`config.mk`:
```
export PLATFORM = sky130hd
export DESIGN_NAME = mem_arbiter
export DESIGN_NICKNAME = d
export VERILOG_FILES = /design/src/rtl/mem_arbiter.sv
export SDC_FILE = /design/constraint.sdc
export NUM_CORES = 1
export LEC_CHECK = 0
export CORE_MARGIN = 8
export CORE_UTILIZATION = 45
export CTS_BUF_LIST = sky130_fd_sc_hd__clkbuf_16
export DETAILED_ROUTE_END_ITERATION = 8
export PLACE_DENSITY = 0.81
export SLEW_MARGIN = 20
export SYNTH_ARGS = -nofsm -noshare
export SYNTH_HDL_FRONTEND = slang
export SYNTH_SLANG_ARGS = --single-unit
```
`constraint.sdc`:
```
create_clock -name clk -period 5.54 [get_ports clk]
set_input_delay 1.108 -clock clk [delete_from_list [all_inputs] [get_ports clk]]
set_output_delay 1.108 -clock clk [all_outputs]
set_load 0.005 [all_outputs]
```
`src/rtl/mem_arbiter.sv`:
```
// Fixed-priority arbiter sharing one single-port RAM between instruction fetch and data access.
// Holds the whole pipeline in stall until every pending access of the current cycle has completed.
module mem_arbiter #(
    parameter int ADDR_BITS  = 32,
    parameter bit DATA_FIRST = 1'b1
) (
    input  logic                 clk,
    input  logic                 rst,
    input  logic                 inst_ren,
    input  logic [ADDR_BITS-1:0] inst_addr,
    output logic [31:0]          inst_data,
    input  logic                 mem_ren,
    input  logic                 mem_wen,
    input  logic [ADDR_BITS-1:0] mem_addr,
    input  logic [31:0]          mem_dout,
    output logic [31:0]          mem_din,
    output logic                 stall,
    output logic                 ram_cs,
    output logic                 ram_we,
    output logic [ADDR_BITS-1:0] ram_addr,
    output logic [31:0]          ram_wdata,
    input  logic [31:0]          ram_rdata,
    input  logic                 ram_ack,
    output logic [31:0]          stall_cnt
);

    typedef enum logic [1:0] {
        IDLE,
        BUSY_D,
        BUSY_I
    } state_t;

    state_t r_state;
    state_t w_nextState;

    logic                 r_iDone;
    logic                 r_dDone;
    logic                 r_ramCs;
    logic                 r_ramWe;
    logic [ADDR_BITS-1:0] r_ramAddr;
    logic [31:0]          r_ramWdata;
    logic [31:0]          r_instData;
    logic [31:0]          r_memDin;
    logic [31:0]          r_stallCnt;

    logic w_dReq;
    logic w_dPend;
    logic w_iPend;
    logic w_stall;
    logic w_issueD;
    logic w_issueI;
    logic w_doneD;
    logic w_doneI;

    // A port stops stalling once its done flag is set; flags clear on the advance cycle.
    assign w_dReq  = mem_ren | mem_wen;
    assign w_dPend = w_dReq & ~r_dDone;
    assign w_iPend = inst_ren & ~r_iDone;
    assign w_stall = w_iPend | w_dPend;

    always_ff @(posedge clk) begin
        if (rst) begin
            r_state <= IDLE;
        end else begin
            r_state <= w_nextState;
        end
    end

    always_comb begin
        w_nextState = r_state;
        w_issueD    = 1'b0;
        w_issueI    = 1'b0;
        w_doneD     = 1'b0;
        w_doneI     = 1'b0;
        case (r_state)
            IDLE: begin
                if (w_dPend && (DATA_FIRST || !w_iPend)) begin
                    w_issueD    = 1'b1;
                    w_nextState = BUSY_D;
                end else if (w_iPend) begin
                    w_issueI    = 1'b1;
                    w_nextState = BUSY_I;
                end
            end
            BUSY_D: begin
                if (ram_ack) begin
                    w_doneD     = 1'b1;
                    w_nextState = IDLE;
                end
            end
            BUSY_I: begin
                if (ram_ack) begin
                    w_doneI     = 1'b1;
                    w_nextState = IDLE;
                end
            end
            default: w_nextState = IDLE;
        endcase
    end

    // RAM request registers stay frozen from issue until the ack arrives.
    always_ff @(posedge clk) begin
        if (rst) begin
            r_ramCs    <= 1'b0;
            r_ramWe    <= 1'b0;
            r_ramAddr  <= '0;
            r_ramWdata <= '0;
            r_instData <= '0;
            r_memDin   <= '0;
        end else begin
            if (w_issueD) begin
                r_ramCs    <= 1'b1;
                r_ramWe    <= mem_wen;
                r_ramAddr  <= mem_addr;
                r_ramWdata <= mem_dout;
            end else if (w_issueI) begin
                r_ramCs   <= 1'b1;
                r_ramWe   <= 1'b0;
                r_ramAddr <= inst_addr;
            end else if (w_doneD || w_doneI) begin
                r_ramCs <= 1'b0;
                r_ramWe <= 1'b0;
            end
            if (w_doneD && !r_ramWe) begin
                r_memDin <= ram_rdata;
            end
            if (w_doneI) begin
                r_instData <= ram_rdata;
            end
        end
    end

    always_ff @(posedge clk) begin
        if (rst) begin
            r_iDone    <= 1'b0;
            r_dDone    <= 1'b0;
            r_stallCnt <= '0;
        end else begin
            if (!w_stall) begin
                r_iDone <= 1'b0;
                r_dDone <= 1'b0;
            end else begin
                if (w_doneI) r_iDone <= 1'b1;
                if (w_doneD) r_dDone <= 1'b1;
            end
            if (w_stall && (r_stallCnt != 32'hFFFF_FFFF)) begin
                r_stallCnt <= r_stallCnt + 32'd1;
            end
        end
    end

    assign stall     = w_stall;
    assign ram_cs    = r_ramCs;
    assign ram_we    = r_ramWe;
    assign ram_addr  = r_ramAddr;
    assign ram_wdata = r_ramWdata;
    assign inst_data = r_instData;
    assign mem_din   = r_memDin;
    assign stall_cnt = r_stallCnt;

endmodule

```
==> results.sh <==
export IMPL_outcome="finished, final reports clean"
export IMPL_clockBufferDepth=2
export IMPL_portBuffers=296
export IMPL_finalCritPeriodShare_pct=70.4
export IMPL_report_final_setup_viol=0
export IMPL_post_synth_xor_area_fraction_pct=1.98
export IMPL_drc_markers=0
export IMPL_grtUsageMet3_pct=8.21
export IMPL_synth_edff_count=0
export IMPL_route_antenna_remaining_nets=0
export IMPL_postSynth_asyncResetShare_pct=0
export IMPL_timing_hold_violations_final=0
export IMPL_start_util_pct=45.9
export IMPL_hold_worst_slack_ns=0.448
export IMPL_area_growth_synth_to_final_pct=55.2
export IMPL_cts_root_buffer="sky130_fd_sc_hd__clkbuf_16"
export IMPL_nFillCells=1184
export IMPL_tightest_slew_ns=0.945
export IMPL_hpwl_detailed_mm=16.6
export IMPL_globalRouteOverflowTotal=0
export IMPL_initial_antenna_violation_count=1
export IMPL_groute_layer_met2_usage_pct=39.3
export IMPL_grt_pass1_vias=6807
export IMPL_synth_compound_gate_area_share_pct=19.9
export IMPL_synth_main_ff_cell="sky130_fd_sc_hd__dfxtp_1"
export IMPL_setup_worst_path_end="stall"
export IMPL_drv_cap=0
export IMPL_placement_cell_area_sq_um=9700
export IMPL_wire_per_inst_um=18.3
export IMPL_r2r_start="stall_cnt[0]$_SDFFE_PP0P_"
export IMPL_period_needed_ns=3.90
export IMPL_grt_max_degree=83
export IMPL_rows=44
export IMPL_cts_inserted_buffers=17
export IMPL_setup_tns_ns=0
export IMPL_fmax_mhz=256
export IMPL_timing_max_slew_rel_slack_pct=36.8
export IMPL_globalplace_congestion=0.885
export IMPL_final_design_area_no_fill_sq_um=10300
export IMPL_route_final_wire_length_mm=23.3
export IMPL_grt_busiest_layer="met2"
export IMPL_fp_dieArea_sq_um=18900
export IMPL_synth_sequential_area_ratio_pct=50.0
export IMPL_synth_top_family_by_area="simple AND/OR/NAND/NOR gates"
export IMPL_area_of_the_mapped_netlist_sq_um=6650
export IMPL_tritoncts="done"
export IMPL_die_w_um=138
export IMPL_global_route_usage_total_pct=24.3
export IMPL_die_y_um=138
export IMPL_adder_cell_share_of_the_synthesized_area_pct=0.753
export IMPL_ffs_latches_synth=166
export IMPL_synth_distinct_cells=56
export IMPL_setup_worst_path_end_class="primary output"
export IMPL_pre_cts_slack_ns=1.68
export IMPL_met1_usage_pct=27.5
export IMPL_crit_chain="clkdlybuf4s50_1, o21ba_2, nor2_1, inv_2, clkdlybuf4s50_1"
export IMPL_postCtsResizedCells=0
export IMPL_hold_buffers=0
export IMPL_io_pins=297
export IMPL_cts_post_setup_buffers_inserted=0
export IMPL_maxSlewViolCount=0
export IMPL_post_synth_inst_count=806
export IMPL_slowest_stage_cell_on_the_critical_path="sky130_fd_sc_hd__clkdlybuf4s50_1"
export IMPL_cts_sinks=166
export IMPL_synthSimpleGateAreaFrac_pct=23.2
export IMPL_vdd_ir_drop_max_mv=0.246
export IMPL_static_leakage_power_nw=3.56
export IMPL_rsz0062_at_grt="no"
export IMPL_timing_critical_path_from="mem_wen"
export IMPL_floorplan_core_area_sq_um=14500
export IMPL_worst_endpoint_required_ns=4.43
export IMPL_first_pass_grt_wire_length_mm=35.9
export IMPL_syn_nets=944
export IMPL_path_clk_slew_ns=0.06
export IMPL_clock_tree_htree_level_count=4
export IMPL_worst_skew_pair_late_latency_ns=0.42
export IMPL_r2r_worst_path_cells=6
export IMPL_final_cell_mix="295 x sky130_fd_sc_hd__clkdlybuf4s50_1, 236 x sky130_fd_sc_hd__nand2_1, 166 x sky130_fd_sc_hd__dfxtp_1"
export IMPL_route_detailed_vias_per_inst=5.40
export IMPL_routed_via_count=6879
export IMPL_pwr_per_cell_area_nw_per_um2=316
export IMPL_worstReg2RegEnd="stall_cnt[30]$_SDFFE_PP0P_"
export IMPL_fin_nets=1214
export IMPL_ys_warn_count=0
export IMPL_fin_ws_ns=1.64
export IMPL_layout_cells_most_common="sky130_fd_sc_hd__clkdlybuf4s50_1"
export IMPL_synth_area_mux_share_pct=0.998
export IMPL_drt_first_pass_iters=5
export IMPL_regToRegSetupSlack_ns=3.18
export IMPL_worst_endpoint_arrival_ns=2.79
export IMPL_drt_first_iter_violations=416
export IMPL_timing_critical_path_mode_cell="sky130_fd_sc_hd__clkdlybuf4s50_1"
export IMPL_layout_drive_gt1_share_pct=5.42
export IMPL_postSynthAreaPerCell_sq_um=8.25
export IMPL_timing_critical_path_fanout_max=7
export IMPL_path_class="in -> out"
export IMPL_hold_class="reg -> reg"
export IMPL_largest_stage_delay_worst_path_ns=0.48
export IMPL_fin_worst_skew_ns=0.00916
export IMPL_crit_path_start_kind="primary input"
-- routing by layer --
layer | routed length (um) | vias to the layer above
met4 | 1030 | 0
li1 | - | 3333
met2 | 11300 | 295
met5 | 0 | -
met1 | 8820 | 3188
met3 | 2140 | 63
-- cells by family after synthesis --
kind of cell,Yosys count
buf+inv,56
compound gates,213
fa+ha+maj,4
xor+xnor,15
mux,6
flops,166
simple gates,346
-- worst min path at each step --
stage / startpoint / endpoint / slack (ns) / depth (start not counted)
2_1_floorplan: ram_addr[0]$_SDFFE_PP0P_ / ram_addr[0]$_SDFFE_PP0P_ / 0.45 / 2
3_3_place_gp: ram_addr[23]$_SDFFE_PP0P_ / ram_addr[23]$_SDFFE_PP0P_ / 0.44 / 2
3_5_place_dp: ram_addr[11]$_SDFFE_PP0P_ / ram_addr[11]$_SDFFE_PP0P_ / 0.44 / 2
4_1_cts: ram_addr[26]$_SDFFE_PP0P_ / ram_addr[26]$_SDFFE_PP0P_ / 0.45 / 2
5_1_grt: ram_addr[18]$_SDFFE_PP0P_ / ram_addr[18]$_SDFFE_PP0P_ / 0.46 / 2
6_report: ram_addr[18]$_SDFFE_PP0P_ / ram_addr[18]$_SDFFE_PP0P_ / 0.45 / 2
-- synthesized netlist by cell type (2+ instances only) --
cell type / n / area [sq um]
sky130_fd_sc_hd__a211oi_1: 3 / 22.5
sky130_fd_sc_hd__nor4_1: 3 / 18.8
sky130_fd_sc_hd__ha_1: 4 / 50.1
sky130_fd_sc_hd__buf_1: 7 / 26.3
sky130_fd_sc_hd__nor3_1: 3 / 15.0
sky130_fd_sc_hd__nand4_2: 3 / 37.5
sky130_fd_sc_hd__or3_1: 6 / 37.5
sky130_fd_sc_hd__a211o_1: 2 / 17.5
sky130_fd_sc_hd__xor2_1: 4 / 35.0
sky130_fd_sc_hd__nor4_2: 4 / 50.1
sky130_fd_sc_hd__o2111ai_1: 2 / 17.5
sky130_fd_sc_hd__nand3_1: 9 / 45.0
sky130_fd_sc_hd__clkbuf_1: 45 / 169
sky130_fd_sc_hd__a31o_1: 3 / 26.3
sky130_fd_sc_hd__and3_1: 3 / 18.8
sky130_fd_sc_hd__inv_1: 2 / 7.51
sky130_fd_sc_hd__xnor2_1: 11 / 96.3
sky130_fd_sc_hd__and4_1: 5 / 43.8
sky130_fd_sc_hd__o211ai_1: 3 / 22.5
sky130_fd_sc_hd__nor2b_1: 6 / 37.5
sky130_fd_sc_hd__nand2_1: 237 / 890
sky130_fd_sc_hd__dfxtp_1: 166 / 3320
sky130_fd_sc_hd__or2_2: 2 / 12.5
sky130_fd_sc_hd__mux2_1: 5 / 56.3
sky130_fd_sc_hd__nand4_1: 11 / 68.8
sky130_fd_sc_hd__nand2b_1: 6 / 37.5
sky130_fd_sc_hd__and2_1: 5 / 31.3
sky130_fd_sc_hd__a21oi_1: 145 / 726
sky130_fd_sc_hd__o21ai_0: 7 / 35.0
sky130_fd_sc_hd__a31oi_1: 2 / 12.5
sky130_fd_sc_hd__nor3_2: 2 / 20.0
sky130_fd_sc_hd__nor2_1: 35 / 131
sky130_fd_sc_hd__o221ai_1: 32 / 280
-- cell type report --
class,instances,area [sq um],area share [%]
inverters,3,11.3,0.109
clock inverters,15,186,1.81
clock buffers,17,425,4.12
repair buffers,304,3020,29.3
flip-flops and latches,166,3320,32.2
multi-input cells,584,3120,30.2
diodes,1,2.50,0.0243
well taps,184,230,2.23
-- worst max-delay path, delay by kind of cell --
family | cells | cell delay (ns)
AOI/OAI and AO/OA | 1 | 0.26
and+or+nand+nor | 1 | 0.31
buffers and inverters | 3 | 1.11
-- per-stage QoR --
step                      total power (W)  std cells  util [%]
after floorplan                   0.00167        806         -
after global placement            0.00205       1241      67.0
after detailed placement          0.00206       1241      67.0
after CTS                         0.00329       1273      71.2
after global routing              0.00341       1274      71.3
final                             0.00326       1274      71.3
-- registers in the layout (all words and copies together) (netlist names) --
name	flops
stall_cnt	32
inst_data	32
ram_wdata	32
r_dDone	1
mem_din	32
ram_cs	1
r_iDone	1
r_state	2
ram_addr	32
ram_we	1
-- power by group --
group | internal [W] | total, W | leakage [nW] | switching, W
Sequential | 0.00130 | 0.00135 | 1.35 | 0.0000533
Combinational | 0.000353 | 0.000680 | 1.90 | 0.000328
Clock | 0.000749 | 0.00123 | 0.302 | 0.000479
Total | 0.00240 | 0.00326 | 3.56 | 0.000860
(Power assumes the default switching activity.)
